==> src/rtl/bcd_score_accumulator.sv <==
// Parametrised BCD score keeper: signed per-cycle delta of -9..+9 applied with digit ripple,
// optional saturation at all-9s, and a session high score with registered event pulses.
module bcd_score_accumulator #(
    parameter int unsigned NUM_DIGITS = 3,
    parameter bit          SATURATE   = 1'b1
) (
    input  logic                    clk_i,
    input  logic                    rst_i,
    input  logic                    clear_i,
    input  logic                    clear_high_i,
    input  logic                    add_valid_i,
    input  logic [3:0]              add_amt_i,
    input  logic                    sub_valid_i,
    input  logic [3:0]              sub_amt_i,
    output logic [4*NUM_DIGITS-1:0] score_bcd_o,
    output logic [4*NUM_DIGITS-1:0] high_bcd_o,
    output logic                    new_high_o,
    output logic                    overflow_o,
    output logic                    underflow_o
);

    localparam int unsigned W = 4 * NUM_DIGITS;
    localparam logic [W-1:0] AllNines = {NUM_DIGITS{4'd9}};

    logic [W-1:0] score_q, score_d;
    logic [W-1:0] high_q, high_d;
    logic         new_high_q, new_high_d;
    logic         overflow_q, overflow_d;
    logic         underflow_q, underflow_d;

    logic [3:0]   add_eff, sub_eff, mag;
    logic         is_up, is_down;
    logic [W-1:0] sum_bcd, diff_bcd;
    logic         carry_out, borrow_out;

    always_comb begin
        add_eff = add_valid_i ? ((add_amt_i > 4'd9) ? 4'd9 : add_amt_i) : 4'd0;
        sub_eff = sub_valid_i ? ((sub_amt_i > 4'd9) ? 4'd9 : sub_amt_i) : 4'd0;
        is_up   = add_eff > sub_eff;
        is_down = sub_eff > add_eff;
        mag     = is_up ? (add_eff - sub_eff) : (sub_eff - add_eff);
    end

    // Ripple add: digit 0 absorbs the whole magnitude, higher digits only see a 0/1 carry.
    always_comb begin
        logic [4:0] acc;
        logic [4:0] c;
        sum_bcd = '0;
        c       = {1'b0, mag};
        for (int i = 0; i < int'(NUM_DIGITS); i++) begin
            acc = {1'b0, score_q[4*i +: 4]} + c;
            if (acc > 5'd9) begin
                sum_bcd[4*i +: 4] = 4'(acc - 5'd10);
                c                 = 5'd1;
            end else begin
                sum_bcd[4*i +: 4] = acc[3:0];
                c                 = 5'd0;
            end
        end
        carry_out = (c != 5'd0);
    end

    always_comb begin
        logic [4:0] d;
        logic [4:0] b;
        diff_bcd = '0;
        b        = {1'b0, mag};
        for (int i = 0; i < int'(NUM_DIGITS); i++) begin
            d = {1'b0, score_q[4*i +: 4]};
            if (d < b) begin
                diff_bcd[4*i +: 4] = 4'(d + 5'd10 - b);
                b                  = 5'd1;
            end else begin
                diff_bcd[4*i +: 4] = 4'(d - b);
                b                  = 5'd0;
            end
        end
        borrow_out = (b != 5'd0);
    end

    always_comb begin
        score_d     = score_q;
        overflow_d  = 1'b0;
        underflow_d = 1'b0;
        if (clear_i) begin
            score_d = '0;
        end else if (is_up) begin
            if (carry_out) begin
                overflow_d = 1'b1;
                score_d    = SATURATE ? AllNines : sum_bcd;
            end else begin
                score_d = sum_bcd;
            end
        end else if (is_down) begin
            if (borrow_out) begin
                underflow_d = 1'b1;
                score_d     = '0;
            end else begin
                score_d = diff_bcd;
            end
        end

        // Packed BCD with legal digits orders the same as plain binary.
        high_d     = high_q;
        new_high_d = 1'b0;
        if (clear_high_i) begin
            high_d = '0;
        end else if (score_d > high_q) begin
            high_d     = score_d;
            new_high_d = 1'b1;
        end
    end

    always_ff @(posedge clk_i or posedge rst_i) begin
        if (rst_i) begin
            score_q     <= '0;
            high_q      <= '0;
            new_high_q  <= 1'b0;
            overflow_q  <= 1'b0;
            underflow_q <= 1'b0;
        end else begin
            score_q     <= score_d;
            high_q      <= high_d;
            new_high_q  <= new_high_d;
            overflow_q  <= overflow_d;
            underflow_q <= underflow_d;
        end
    end

    assign score_bcd_o = score_q;
    assign high_bcd_o  = high_q;
    assign new_high_o  = new_high_q;
    assign overflow_o  = overflow_q;
    assign underflow_o = underflow_q;

endmodule

==> config.mk <==
export PLATFORM = sky130hd
export DESIGN_NAME = bcd_score_accumulator
export DESIGN_NICKNAME = d
export VERILOG_FILES = /design/src/rtl/bcd_score_accumulator.sv
export SDC_FILE = /design/constraint.sdc
export NUM_CORES = 1
export LEC_CHECK = 0
export ABC_AREA = 1
export CAP_MARGIN = 20
export CORE_UTILIZATION = 51
export DETAILED_ROUTE_END_ITERATION = 6
export GPL_ROUTABILITY_DRIVEN = 0
export PLACE_DENSITY = 0.78
export SLEW_MARGIN = 10
export SYNTH_ARGS = -nofsm -noshare
export SYNTH_HDL_FRONTEND = slang
export SYNTH_SLANG_ARGS = --single-unit
==> constraint.sdc <==
create_clock -name clk_i -period 5.1 [get_ports clk_i]
set_clock_uncertainty 0.2 [all_clocks]
set_input_delay 0.765 -clock clk_i [delete_from_list [all_inputs] [get_ports clk_i]]
set_output_delay 0.765 -clock clk_i [all_outputs]
set_load 0.01 [all_outputs]
=== Yosys cells after proc, flatten, opt, wreduce, memory -nomap -nowiden ===
Cells that the tools add are included.

* Memories: 0
* Bits in read-only memories: 0
* Output and inout bits: 27
* Logic and storage cells: 69
* Flip-flop bits (word level): 27
* Input port bits: 14
* RAM bits: 0
* Latch bits: 0

* Div/mod/pow operators: 0
* Add/subtract/negate cells: 17
* Shift operators: 0
* Mux-type cells: 33
* Bitwise operators: 0
* Reductions and logical operators: 3
* Order comparisons: 11
* Equality and inequality tests: 0
* $mul: 0

{| class="wikitable"
|+ Operators with widths
! cell !! number
|-
| two-way mux 12 bit || 7
|-
| two-way mux 4 bit || 11
|-
| subtractor 4 bit || 8
|-
| > comparator 5 x 4 -> 1 bit, second input constant || 3
|-
| two-way mux 1 bit || 15
|-
| adder 4 bit, second input constant || 3
|-
| > comparator 12 bit || 1
|-
| subtractor 4 bit, second input constant || 3
|-
| adder 4 x 1 -> 5 bit || 2
|-
| < comparator 4 x 5 -> 1 bit || 2
|-
| nonzero test 5 bit || 2
|-
| > comparator 4 bit || 2
|-
| > comparator 4 bit, second input constant || 2
|-
| adder 4 x 4 -> 5 bit || 1
|-
| < comparator 4 bit || 1
|-
| nonzero test 2 bit || 1
|}

=== Longest topological paths before layout ===
* Depth after elaboration: 21
* Depth in mapped cells: 51
* Depth with buffers taken out: 49

=== Least setup slack after synthesis ===
No wires, ideal clock.

* Kind: input to register
* Start point: input port sub_amt_i[2]
* End point: register high_q[2], in the netlist high_bcd_o[2]
* Setup time: 118 ps
* Stages on the path: 44
* Path buffers: 1
* Path slack: -1863 ps
* Arrival: 6646 ps
* Cells stage by stage: o21a_1 > o21ai_0 > inv_1 > ha_1 > fa_1 > inv_1 > nand2_2 > nand2_2 > nand2_4 > inv_4 > or2_2 > o21ai_0 > fa_1 > xnor2_1 > nand2_1 > nand2_1 > nand2_1 > ha_1 > [... 8 more ...] > nand3_1 > nand2_1 > nand2_1 > nor2_4 > inv_1 > o21ai_0 > ha_1 > inv_1 > nor2_1 > nor2_1 > nor2_1 > a211oi_1 > nor2_1 > nor2_2 > nand2_4 > buf_4 > nand4_1 > nand2_1

* Word-level cells in the longest chain between the ends: 20

{| class="wikitable"
|+ Ends and longest elaborated chain
! what !! RTL line !! source
|-
| from (decl) || 14 || <nowiki>input logic [3:0] sub_amt_i,</nowiki>
|-
| > comparator 4 bit || 38 || <nowiki>sub_eff = sub_valid_i ? ((sub_amt_i > 4'd9) ? 4'd9 : sub_amt_i) : 4'd0;</nowiki>
|-
| two-way mux 4 bit * (2 in a row) || 38 ||
|-
| subtractor 4 bit or > comparator 4 bit (tied branches) || 41, 39 ||
|-
| two-way mux 4 bit || 41 || <nowiki>mag = is_up ? (add_eff - sub_eff) : (sub_eff - add_eff);</nowiki>
|-
| adder 4 x 4 -> 5 bit || 51 || <nowiki>acc = {1'b0, score_q[4*i +: 4]} + c;</nowiki>
|-
| > comparator 5 x 4 -> 1 bit || 52 || <nowiki>if (acc > 5'd9) begin</nowiki>
|-
| two-way mux 1 bit || 52 ||
|-
| adder 4 x 1 -> 5 bit || 51 ||
|-
| [... 4 more ...] || n/a ||
|-
| two-way mux 1 bit || 52 ||
|-
| nonzero test 5 bit || 60 || <nowiki>carry_out = (c != 5'd0);</nowiki>
|-
| two-way mux 12 bit || 88 || <nowiki>if (carry_out) begin</nowiki>
|-
| two-way mux 12 bit * || 87 || <nowiki>end else if (is_up) begin</nowiki>
|-
| two-way mux 12 bit * || 85 || <nowiki>if (clear_i) begin</nowiki>
|-
| via score_d[1] || 25 || <nowiki>logic [W-1:0] score_q, score_d;</nowiki>
|-
| > comparator 12 bit * || 108 || <nowiki>end else if (score_d > high_q) begin</nowiki>
|-
| nonzero test 2 bit (no source line) * || n/a ||
|-
| to (signal assigned) || 123 || <nowiki>high_q <= high_d;</nowiki>
|-
| to (decl) || 26 || <nowiki>logic [W-1:0] high_q, high_d;</nowiki>
|}

The timed path passes the listed nets; every way through them passes the cells marked *. The select of a mux whose other input is x is not followed.
A chain may end at the register's enable or synchronous reset.

=== Worst setup path in the final report ===
* Start point: input port sub_amt_i[2]
* End point: register high_q[0], in the netlist high_bcd_o[0]

The elaborated chain is that of the path after synthesis.

==> metrics.txt <==
net switching component of the power=1780 uW; number of global-route vias before repair=3,408; maximum number of pins on one net before global-route repair=28; switching fraction of total power=51.5%; post-route non-filler standard cell count=618; WHS Path Cells=2; Power, Total=3450 uW; cell with the most instances on the worst path=nand2_2; count of final hold-check violations=0; cell total after placement=562; sequential share of power=11.4%; end of the worst hold path=high_bcd_o[5]; number of synthesis warnings=0; violated checks=setup timing; synthesized netlist cell count=384; element type at the critical path end=flip-flop; Die Wd=77.7 um; max frequency=0.145 GHz; antenna diode count=0; Syn Area/Cell=7.61 sq um; power per unit of standard cell area=686 nW/um^2; NumNets Final=608; Worst-Skew Late Latency=0.30 ns; number of setup violations in the final report=26; post-synth design cell area=2920 sq um; maxcap violations=0; clock buffers created by TritonCTS=3; unique cell type count in the Yosys netlist=40; half-perimeter wire length of the detailed placement result=6560 um; floorplan die area=6030 sq um; RSZ-0062 raised after global routing=true; clock share of power=4.0%; HP Start=high_bcd_o[5]; CTS Root Cell=clkbuf_8; number of enable-type register cells in the synthesized netlist=0; Reg2Reg Setup Slack=-0.30 ns; result of the run=complete, but fails checks; wire length of the first global-routing pass=16,100 um; area occupied by multi-input gates=2480 sq um; number of hold buffers added after cts=0; antenna violations before repair=0; core box area=5510 sq um; Clock Path Buffers=2; worst-margin pin slew=0.896 ns; die span in y=77.7 um; area used by sequential logic in the layout=676 sq um; Arr. time, crit path=6.94 ns; nature of the critical path startpoint=input port; most instantiated flip-flop cell in the synthesis netlist=dfrtp_1; Max rail drop VDD=0.687 mV; share of flip-flops with an asynchronous set or reset after synthesis=100%; minimum setup slack in the final design=-1.82 ns; total of fill cells in the finished design=205; Crit path largest cell delay=0.36 ns; CTS tree=yes; H-tree level count=1; commonest cells in the synthesized netlist=75 x inv_1, 68 x nand2_1, 41 x ha_1, 27 x dfrtp_1, 24 x nor2_1; final slew viol count=0; overall fraction of global-route tracks in use=34.0%; class of the most critical setup path=input port to flip-flop; dominant cell type by area after synthesis=dfrtp_1; proportion of synthesized chip area in sequential cells=23.1%; total grt overflow=0; R2R depth=32; number of routed nets with antenna violations=0; number of placement rows=27; combinational fraction of design power=84.7%; cell at the slowest stage of the critical path=fa_2; Period Utilization, post-route=136%; Reg2Reg Launch Point=score_bcd_o[0]; DR vias=3,848; flip-flop and latch count after synthesis=27; worst flop-to-flop path endpoint=high_bcd_o[0]; type of the most critical hold path=flip-flop to flip-flop; Wirelength per Cell=23.1 um; Pre-Repair DR Iteration Count=5; detailed-route vias per instance=6.23; peak fanout along the critical path=6; internal power summed over all cells=1670 uW; portion of synthesized cell area occupied by the leading cell type=23.1%; layout overhead on the synthesized area=72.3%; Initial DRC Count=560; initial core utilization=53.1%; number of sinks on the clock net=27; total of buffers placed on input and output ports=40; required time at the worst-slack endpoint=5.12 ns; Post-Route WL=14,300 um; clock-pin slew reported for the worst setup and hold paths after clock tree synthesis=0.11 ns; leakage power summed over all cells=0.00244 uW; most numerous cell in the Yosys netlist=inv_1; minimum period implied by the final worst setup slack=6.92 ns; net count after synthesis=445; Top-Level Pins=41; layout cells sized above 1=50.0%; max_slew headroom=40.2%; biggest area contributors in the synthesized netlist=dfrtp_1 23%, ha_1 18%, inv_1 9.6%; remaining routing DRC violations=0
## cell usage in the layout (no fill, tap or decap), types with 3 or more instances in the layout
cell type and count:
buf_6 28, clkdlybuf4s50_1 30, ha_4 14, nand3_2 16
nor3_4 4, nand3_4 4, clkbuf_8 3, inv_2 16
o21ai_0 5, xor2_1 7, nand4_1 17, buf_2 4
fa_2 4, ha_1 25, a21oi_1 10, nor2_2 11
o22ai_1 5, nand2_1 48, nand2_2 23, nand3_1 13
inv_4 5, buf_4 93, inv_1 57, nor2_1 13
clkdlybuf4s15_1 3, dfrtp_1 27, o21ai_2 3, nand2_4 8
o21ai_4 3, a21oi_2 10
## critical path: cells and delay by family
family | cells | cell delay (ns)
AOI/OAI and AO/OA | 5 | 0.72
buffers and inverters | 10 | 1.02
and+or+nand+nor | 25 | 2.59
xor gates and xnor gates | 1 | 0.20
adders and majority gates | 7 | 1.61
## cell families after synthesis
logic type	share of synthesized area, %
adders and majority gates	21.7
buffers and inverters	11.9
DFF	23.1
AOI/OAI and AO/OA	9.04
and+or+nand+nor	31.2
xor gates and xnor gates	3.00
## repair_timing
| action | CTS | global route |
|---|---|---|
| buffers inserted | 22 | 30 |
| cloned | 1 | 0 |
| pin swaps | 60 | 31 |
| setup endpoints to repair | 27 | 26 |
| resized for setup | 81 | 72 |
## per-stage QoR
stage               hold slack, ns  TNS [ns]  setup slack, ns  utilization, %  area, sq um
floorplan                    0.351    -20.26            -1.41               -         3080
global placement             0.313    -38.69            -2.14            73.7         4060
detailed placement           0.317    -43.52            -2.37            73.7         4060
CTS                          0.347    -15.08            -1.15            82.0         4520
global route                 0.391    -35.87            -2.05            91.4         5030
finish                       0.377    -30.49            -1.82            91.4         5030
## worst max path at each step
| stage | startpoint | to | depth (start not counted) |
|---|---|---|---|
| final | sub_amt_i[2] | high_bcd_o[0] | 48 |
| after global routing | sub_valid_i | high_bcd_o[2] | 45 |
| after CTS | sub_amt_i[1] | high_bcd_o[11] | 46 |
| after detailed placement | add_valid_i | high_bcd_o[2] | 48 |
| after global placement | add_valid_i | high_bcd_o[1] | 48 |
| after floorplan | sub_amt_i[2] | high_bcd_o[0] | 47 |
## power by group through the flow
stage          combinational (uW)  clock, uW  sequential, uW
2_1_floorplan                1250          0             384
3_3_place_gp                 1800          0             371
3_5_place_dp                 1860          0             374
4_1_cts                      2170        131             375
5_1_grt                      3040        142             395
6_report                     2930        136             393
## metal layers
layer	wire (um)	global-route usage (%)	vias to the layer above	share of wire, %
li1	-	-	1572	-
met1	5120	40.9	1829	36
met2	6770	61.1	337	48
met3	1400	4.59	110	9.8
met4	969	13.2	0	6.8
met5	0	0	-	0
## flip-flops by register name, summed over array words and instances, names as in the netlist
register,count
underflow_o,1
overflow_o,1
new_high_o,1
high_bcd_o,12
score_bcd_o,12
## final cells by class
cell class	instances	area share (%)
clock buffer	3	0.820
clock inverter	1	0.0994
inverter	79	6.16
multi-input combinational	273	49.2
sequential	27	13.4
tap	72	1.79
timing repair buffer	163	28.5
Note: power is estimated with default switching activity, not from simulation.
